File: config.mk
export PLATFORM = sky130hd
export DESIGN_NAME = card_dealer
export DESIGN_NICKNAME = d
export VERILOG_FILES = /design/src/rtl/card_pkg.sv /design/src/rtl/hand_value.sv /design/src/rtl/card_dealer.sv
export SDC_FILE = /design/constraint.sdc
export NUM_CORES = 1
export LEC_CHECK = 0
export CAP_MARGIN = 20
export CORE_ASPECT_RATIO = 1.75
export CORE_UTILIZATION = 40
export CTS_CLUSTER_DIAMETER = 30
export DETAILED_ROUTE_END_ITERATION = 7
export GPL_ROUTABILITY_DRIVEN = 0
export PLACE_DENSITY = 0.6
export SYNTH_ARGS = -nofsm -noshare
export SYNTH_HDL_FRONTEND = slang
export SYNTH_HIERARCHICAL = 1
export SYNTH_SLANG_ARGS = --single-unit
File: constraint.sdc
create_clock -name clk -period 13.9 [get_ports clk]
set_clock_uncertainty 0.05 [all_clocks]
set_input_delay 3.475 -clock clk [delete_from_list [all_inputs] [get_ports clk]]
set_output_delay 3.475 -clock clk [all_outputs]
set_load 0.02 [all_outputs]
File: src/rtl/card_pkg.sv
// rtl/card_pkg.sv - shared types, constants and card face helper for the baccarat dealer
//
// Purpose: holds the dealer state enum, 4-bit card/score typedefs, the rule
// thresholds and the face-value helper used by the score and draw logic.
// Ports: none (package).

package card_pkg;

  typedef logic [3:0] card_t;
  typedef logic [3:0] score_t;

  typedef enum logic [3:0] {
    ST_IDLE,
    ST_DEAL_P1,
    ST_DEAL_B1,
    ST_DEAL_P2,
    ST_DEAL_B2,
    ST_EVAL,
    ST_DEAL_P3,
    ST_BANK_DEC,
    ST_DEAL_B3,
    ST_DONE
  } state_t;

  localparam score_t NATURAL_MIN = 4'd8;
  localparam score_t DRAW_MAX    = 4'd5;
  localparam card_t  CARD_MAX    = 4'd13;

  // 1..9 count at face value; 0 (not dealt) and 10..13 (tens, court cards)
  // as well as the unused codes 14..15 count as zero.
  function automatic card_t face_value(input card_t c);
    return ((c >= 4'd1) && (c <= 4'd9)) ? c : 4'd0;
  endfunction

endpackage

File: src/rtl/hand_value.sv
// rtl/hand_value.sv - baccarat score of one three-card hand
//
// Purpose: sums the face values of three card registers at 5-bit width and
// reduces the sum modulo 10.
// Ports:
//   card1_i, card2_i, card3_i  in   4  card codes (0 = not dealt)
//   score_o                    out  4  hand score 0..9

module hand_value
  import card_pkg::*;
(
  input  card_t  card1_i,
  input  card_t  card2_i,
  input  card_t  card3_i,
  output score_t score_o
);

  logic [4:0] sum;
  logic [4:0] rem;

  assign sum     = {1'b0, face_value(card1_i)} + {1'b0, face_value(card2_i)}
                 + {1'b0, face_value(card3_i)};
  assign rem     = sum % 5'd10;
  assign score_o = rem[3:0];

endmodule

File: src/rtl/card_dealer.sv
// rtl/card_dealer.sv - baccarat dealing and tableau sequencer
//
// Purpose: on start, clears the table and deals two cards each to player and
// banker, then applies the third-card tableau and reports the winner.
// Configuration macro: DEALER_EXT_CARD_EN - when defined, the ext_card port
// exists and supplies every dealt card; otherwise a free-running 1..13
// counter supplies them.
// Ports:
//   clk                    in   1  clock, rising edge
//   reset                  in   1  asynchronous active-high reset
//   start                  in   1  new game request (honoured in IDLE/DONE)
//   ext_card               in   4  external card source (macro only)
//   pcard1..pcard3         out  4  player cards (0 = not dealt)
//   bcard1..bcard3         out  4  banker cards (0 = not dealt)
//   pscore, bscore         out  4  hand scores 0..9
//   player_win, banker_win out  1  result, both high on tie, only in DONE
//   done                   out  1  game finished
//   busy                   out  1  dealing or evaluating

module card_dealer
  import card_pkg::*;
(
  input  logic       clk,
  input  logic       reset,
  input  logic       start,
`ifdef DEALER_EXT_CARD_EN
  input  logic [3:0] ext_card,
`endif
  output logic [3:0] pcard1,
  output logic [3:0] pcard2,
  output logic [3:0] pcard3,
  output logic [3:0] bcard1,
  output logic [3:0] bcard2,
  output logic [3:0] bcard3,
  output logic [3:0] pscore,
  output logic [3:0] bscore,
  output logic       player_win,
  output logic       banker_win,
  output logic       done,
  output logic       busy
);

  state_t state_q, state_d;
  card_t  pcard1_q, pcard1_d, pcard2_q, pcard2_d, pcard3_q, pcard3_d;
  card_t  bcard1_q, bcard1_d, bcard2_q, bcard2_d, bcard3_q, bcard3_d;
  card_t  cnt_q;
  card_t  card_src;
  card_t  p3;
  logic   bank_draw;

  // The counter keeps running in every state so the dealt sequence depends
  // on when start arrives, not only on how many cards were dealt.
  always_ff @(posedge clk or posedge reset) begin
    if (reset) begin
      cnt_q <= 4'd1;
    end else if (cnt_q == CARD_MAX) begin
      cnt_q <= 4'd1;
    end else begin
      cnt_q <= cnt_q + 4'd1;
    end
  end

`ifdef DEALER_EXT_CARD_EN
  assign card_src = ext_card;
`else
  assign card_src = cnt_q;
`endif

  hand_value u_player_hand (
    .card1_i (pcard1_q),
    .card2_i (pcard2_q),
    .card3_i (pcard3_q),
    .score_o (pscore)
  );

  hand_value u_banker_hand (
    .card1_i (bcard1_q),
    .card2_i (bcard2_q),
    .card3_i (bcard3_q),
    .score_o (bscore)
  );

  // Banker tableau after the player has taken a third card.
  assign p3 = face_value(pcard3_q);

  always_comb begin
    bank_draw = 1'b0;
    case (bscore)
      4'd0, 4'd1, 4'd2: bank_draw = 1'b1;
      4'd3:             bank_draw = (p3 != 4'd8);
      4'd4:             bank_draw = (p3 >= 4'd2) && (p3 <= 4'd7);
      4'd5:             bank_draw = (p3 >= 4'd4) && (p3 <= 4'd7);
      4'd6:             bank_draw = (p3 >= 4'd6) && (p3 <= 4'd7);
      default:          bank_draw = 1'b0;
    endcase
  end

  always_comb begin
    state_d  = state_q;
    pcard1_d = pcard1_q;
    pcard2_d = pcard2_q;
    pcard3_d = pcard3_q;
    bcard1_d = bcard1_q;
    bcard2_d = bcard2_q;
    bcard3_d = bcard3_q;
    case (state_q)
      ST_IDLE, ST_DONE: begin
        if (start) begin
          pcard1_d = 4'd0;
          pcard2_d = 4'd0;
          pcard3_d = 4'd0;
          bcard1_d = 4'd0;
          bcard2_d = 4'd0;
          bcard3_d = 4'd0;
          state_d  = ST_DEAL_P1;
        end
      end
      ST_DEAL_P1: begin pcard1_d = card_src; state_d = ST_DEAL_B1; end
      ST_DEAL_B1: begin bcard1_d = card_src; state_d = ST_DEAL_P2; end
      ST_DEAL_P2: begin pcard2_d = card_src; state_d = ST_DEAL_B2; end
      ST_DEAL_B2: begin bcard2_d = card_src; state_d = ST_EVAL;    end
      ST_EVAL: begin
        if ((pscore >= NATURAL_MIN) || (bscore >= NATURAL_MIN)) begin
          state_d = ST_DONE;
        end else if (pscore <= DRAW_MAX) begin
          state_d = ST_DEAL_P3;
        end else if (bscore <= DRAW_MAX) begin
          state_d = ST_DEAL_B3;
        end else begin
          state_d = ST_DONE;
        end
      end
      ST_DEAL_P3:  begin pcard3_d = card_src; state_d = ST_BANK_DEC; end
      ST_BANK_DEC: state_d = bank_draw ? ST_DEAL_B3 : ST_DONE;
      ST_DEAL_B3:  begin bcard3_d = card_src; state_d = ST_DONE; end
      default:     state_d = ST_IDLE;
    endcase
  end

  always_ff @(posedge clk or posedge reset) begin
    if (reset) begin
      state_q  <= ST_IDLE;
      pcard1_q <= 4'd0;
      pcard2_q <= 4'd0;
      pcard3_q <= 4'd0;
      bcard1_q <= 4'd0;
      bcard2_q <= 4'd0;
      bcard3_q <= 4'd0;
    end else begin
      state_q  <= state_d;
      pcard1_q <= pcard1_d;
      pcard2_q <= pcard2_d;
      pcard3_q <= pcard3_d;
      bcard1_q <= bcard1_d;
      bcard2_q <= bcard2_d;
      bcard3_q <= bcard3_d;
    end
  end

  assign pcard1     = pcard1_q;
  assign pcard2     = pcard2_q;
  assign pcard3     = pcard3_q;
  assign bcard1     = bcard1_q;
  assign bcard2     = bcard2_q;
  assign bcard3     = bcard3_q;
  assign done       = (state_q == ST_DONE);
  assign busy       = (state_q != ST_IDLE) && (state_q != ST_DONE);
  assign player_win = done && (pscore >= bscore);
  assign banker_win = done && (bscore >= pscore);

endmodule

== Yosys cells after proc, flatten, opt, wreduce, memory -nomap -nowiden ==
Cells that the tools add are included.
Operators by class
  add/subtract/negate cells: 5
  divide/modulo/power cells: 2
  order comparisons: 22
  equality and inequality tests: 19
  mux-type cells: 21
  reductions and logical operators: 30
Operator list (count)
  $pmux 4 s2: 6
  $mux 4: 11
  $pmux 4 s9: 1
  $eq 4x3->1 const B: 7
  $ge 4x1->1 const B: 6
  $le 4x4->1 const B: 6
  $eq 4x2->1 const B: 4
  $eq 4x4->1 const B: 3
  $le 4x3->1 const B: 3
  $logic_and 1x1->1: 12
  $reduce_and 2->1: 6
  $reduce_bool 2->1: 6
  $add 4x4->5: 2
  $add 5x4->5: 2
  $mod 5x4->5 const B: 2
  $eq 4x1->1 const B: 2
  $ge 4x3->1 const B: 2
  $ge 4x4->1: 2
  $ge 4x4->1 const B: 2
  $logic_not 4->1: 2
  $ne 4x4->1 const B: 2
  $pmux 1 s5: 1
  $add 4x1->4 const B: 1
  $ge 4x2->1 const B: 1
  6 further kinds: 7
Storage, ports and cells
  register bits after elaboration: 32
  bits of input ports: 3
  output and inout bits: 36
  word-level logic and storage cells: 107

== Depth between registers and ports, before layout ==
  word-level depth: 11
  gate-level depth with buffers: 20
  gate-level depth less buffers: 20

== Hierarchy ==
Netlist, hierarchy kept.
Modules (own cells, without submodules)
  card_dealer: times used 1, cells each 191, area an instance 1641.6 sq um
  hand_value at u_player_hand: times used 1, cells each 57, area an instance 462.9 sq um
  hand_value at u_banker_hand: times used 1, cells each 60, area an instance 439.2 sq um

== Worst setup path before layout ==
OpenSTA, ideal clock, no wires.
  kind: register to output
  start point: register pcard3_q[3], in the netlist pcard3[3]
  end point: output player_win
  arrival: 5090 ps
  data required time: 10375 ps
  slack: 5285 ps
  cell stages (with the launch flop): 20
  buffers on the path: 0
  path through: dfrtp_1 nor3b_1 fa_1 ha_1 and3_4 o21ai_0 and2_2 nor2_1 o21ba_2 ha_1 a21oi_1 or3_1 and3b_1 xnor2_1 inv_1 ha_1 nor2b_1 o21a_1 o21a_1 o41ai_2
Between the ends
  word-level cells in the longest chain between the ends: 7
  elaborated cells on any way between the ends: 8
  those cells by class: 1 x add/sub; 1 x div; 3 x order compare; 1 x mux; 2 x reduce/logical
RTL lines
  start, declared: line card_dealer.sv:44  | card_t pcard1_q, pcard1_d, pcard2_q, pcard2_d, pcard3_q, pcard3_d;
  start signal, assigned: line card_dealer.sv:153  | pcard3_q <= pcard3_d;
  $ge 4x1->1 / $le 4x4->1 (equally long branches): line card_pkg.sv:32  | return ((c >= 4'd1) && (c <= 4'd9)) ? c : 4'd0;
  $logic_and 1x1->1: line card_pkg.sv:32
  $mux 4 *: line card_pkg.sv:32
  $add 5x4->5 *: line hand_value.sv:22  | + {1'b0, face_value(card3_i)};
  $mod 5x4->5 *: line hand_value.sv:23  | assign rem = sum % 5'd10;
  named net pscore[1]: line card_dealer.sv:35  | output logic [3:0] pscore,
  $ge 4x4->1 *: line card_dealer.sv:168  | assign player_win = done && (pscore >= bscore);
  $logic_and 1x1->1 *: line card_dealer.sv:168
  end, declared: line card_dealer.sv:37  | output logic player_win,
Mark *: on every way through the listed nets, which the timed path passes. The rest lies on a longest branch.

== Worst setup path in the final report ==
  start point: register pcard3_q[2], in the netlist pcard3[2]
  end point: output player_win
Between the ends
  word-level cells in the longest chain between the ends: 7
  elaborated cells on any way between the ends: 8
  those cells by class: 1 x add/sub; 1 x div; 3 x order compare; 1 x mux; 2 x reduce/logical
RTL lines (line)
  $ge 4x1->1 / $le 4x4->1 (equally long branches): card_pkg.sv:32
  $logic_and 1x1->1: card_pkg.sv:32
  $mux 4 *: card_pkg.sv:32
  $add 5x4->5 *: hand_value.sv:22
  $mod 5x4->5 *: hand_value.sv:23
  $ge 4x4->1 *: card_dealer.sv:168
  $logic_and 1x1->1 *: card_dealer.sv:168
Mark *: on every way between the ends. The rest lies on a longest branch, timed or not.

==> metrics <==
WP data required 10380 ps; Total Routing Usage GR 0.197; Max-Cap Viols 0; Ports 39; CP Launch Type flop; Initial Util 0.412; crit share post-route 0.669; Post-synth EDFFs 0; critical path, cell by cell nor3b_1 > fa_1 > ha_1 > a21o_1 > o21ai_0 > and2_2 > nand2_1 > o21ba_2 > ha_1 > a21oi_1 > a221oi_2 > and3b_1 > xnor2_1 > inv_1 > ha_1 > nor2b_1 > o21a_1 > o21a_1 > o41ai_2 > clkdlybuf4s50_1; multi-input logic area 1620 µm²; top area cells in the synthesized netlist dfrtp_1 30%, nand2_1 9.6%, fa_1 7.9%, o21ai_0 7.3%, ha_1 6.9%; Fmax achieved 0.107 GHz; top-area cell type share of the netlist area 0.305; final number of hold-violating endpoints 0; post-synthesis sequential area ratio 0.315; H-tree Lvls 2; Placed Cells incl. Taps 416; top_reg_cell synth dfrtp_1; Worst-Margin Slew 589 ps; cell area after layout 3070 µm²; slowest stage delay, CP 660 ps; CTS tree yes; worst hold path class flop to flop; Mapped Avg Cell Area 8.26 µm²; vias in the first global route 2253; clock sink count 32; Final ANT Viol Nets 0; critical path's slowest cell clkdlybuf4s50_1; status finished, final reports clean; row cnt 38; share of layout cells above drive strength 1 0.0727; wire per inst 14.2 µm; clk_lat worst skew 280 ps; most frequent cells in the layout 65 x nand2_1, 38 x clkdlybuf4s50_1, 37 x o21ai_0, 31 x dfrtp_1, 19 x nor2_1; crit end category primary output; CP dominant cell by count ha_1; overflow left after global routing 0; Initial DRC Count 90; dpl hpwl 4.60 mm; ys async rst share 1.00; Worst Path Max Fanout 7; syn_nets 335; Placeable Area 6180 µm²; Netlist Area Pre-Place 2540 µm²; Worst-path clk slew 70 ps; postcts setup bufs 0; Mapped Cells 308; Residual DRC 0; post-synth cell types 59; TritonCTS buffer count 5; Via density 5.20; clk root buf clkbuf_8; global-route wire length before repair 10.6 mm; Rel. slew slack 0.606; via count 2205; most common cell after layout, fill and taps aside nand2_1; Nets 370; pin count of the biggest net entering global routing 33; post-synthesis to final-layout area growth 20.8%; Fillers 612; final slew viol count 0; total detailed-routing wirelength 6.02 mm; sequential cell area 802 µm²; die area 6690 µm²; CP Class flop to primary output; die height 107 µm; hold buffers post-CTS 0; CTS Buffer Depth 2; Data arrival, critical path 5780 ps; Setup violations, final 0; Non-Filler Instances 424; CTS resizes 0; IO buf count 38; post-route setup TNS 0 ps; RSZ-0062 raised after global routing false; YS warnings 6; initial antenna violation count 0; fin crit period 9310 ps; post-synthesis register bit count 32; drt pass-1 iters 4; leading area contributor after synthesis dfrtp_1; # diodes 0; Die W 62.3 µm; Placed Area 2980 µm²
## flip-flops by register name (all words and copies together) (netlist names)
name	cells
state_q	4
bcard3	4
pcard2	4
bcard1	4
card_src	4
pcard1	4
bcard2	4
pcard3	4
## cell usage after synthesis, types with 7 or more instances
| cell | n |
|---|---|
| nand2b_1 | 13 |
| inv_1 | 18 |
| a21oi_1 | 7 |
| ha_1 | 14 |
| dfrtp_1 | 31 |
| nor2_1 | 19 |
| nand2_1 | 65 |
| and2_1 | 8 |
| nor2b_1 | 11 |
| fa_1 | 10 |
| o21ai_0 | 37 |
## through the flow
stage | hold WS, ps | utilization | worst slack [ps]
3_5_place_dp | 490 | 0.482 | 4880
3_3_place_gp | 492 | 0.482 | 4940
5_1_grt | 526 | 0.497 | 4260
2_1_floorplan | 451 | - | 5280
4_1_cts | 500 | 0.497 | 4550
6_report | 496 | 0.497 | 4590
## metal layers
layer,wire length (µm),vias to the layer above,track usage
met5,0,-,0
met2,3200,37,0.369
met1,2600,1044,0.233
li1,-,1118,-
met4,74,0,0.0598
met3,157,6,0.0212
## critical path: cells and delay by family, from the launching register on
| kind | cells | cell delay, ps |
|---|---|---|
| xor gates and xnor gates | 1 | 160 |
| adders and majority gates | 4 | 1280 |
| buffers and inverters | 2 | 760 |
| AOI/OAI and AO/OA | 8 | 1800 |
| and+or+nand+nor | 5 | 1030 |
| DFF | 1 | 450 |
## layout make-up
cell class                      instances  share of cell area
Multi-Input combinational cell        247               0.528
Sequential cell                        32               0.261
Timing Repair Buffer                   39               0.126
Tap cell                               80              0.0326
Clock buffer                            6              0.0269
Inverter                               18              0.0220
Clock inverter                          2             0.00326
## kinds of logic after synthesis
logic type | after synthesis | synth area share
AO/OA/AOI/OAI | 73 | 0.181
XOR/XNOR | 4 | 0.0167
AND/OR/NAND/NOR | 144 | 0.284
flip-flops | 32 | 0.315
adder cells (fa/ha/maj) | 24 | 0.148
buffers and inverters | 29 | 0.0472
multiplexers | 2 | 0.00836
## worst paths after layout
path                                 from     endpoint  cells past startpoint  slack (ps)
min in group asynchronous           reset    pcard2[0]                      3        3520
worst max-delay path            pcard3[2]   player_win                     20        4590
worst max register to register  pcard3[2]   state_q[2]                     17        9290
worst min-delay path            pcard2[0]    pcard2[0]                      2         500
worst min register to register  pcard2[0]    pcard2[0]                      2         500
max in group asynchronous           reset  card_src[0]                      3        9960
Power is left out: the tool's default activity adds up to more than one toggle a clock period on the data nets, which glitch-free logic cannot reach.
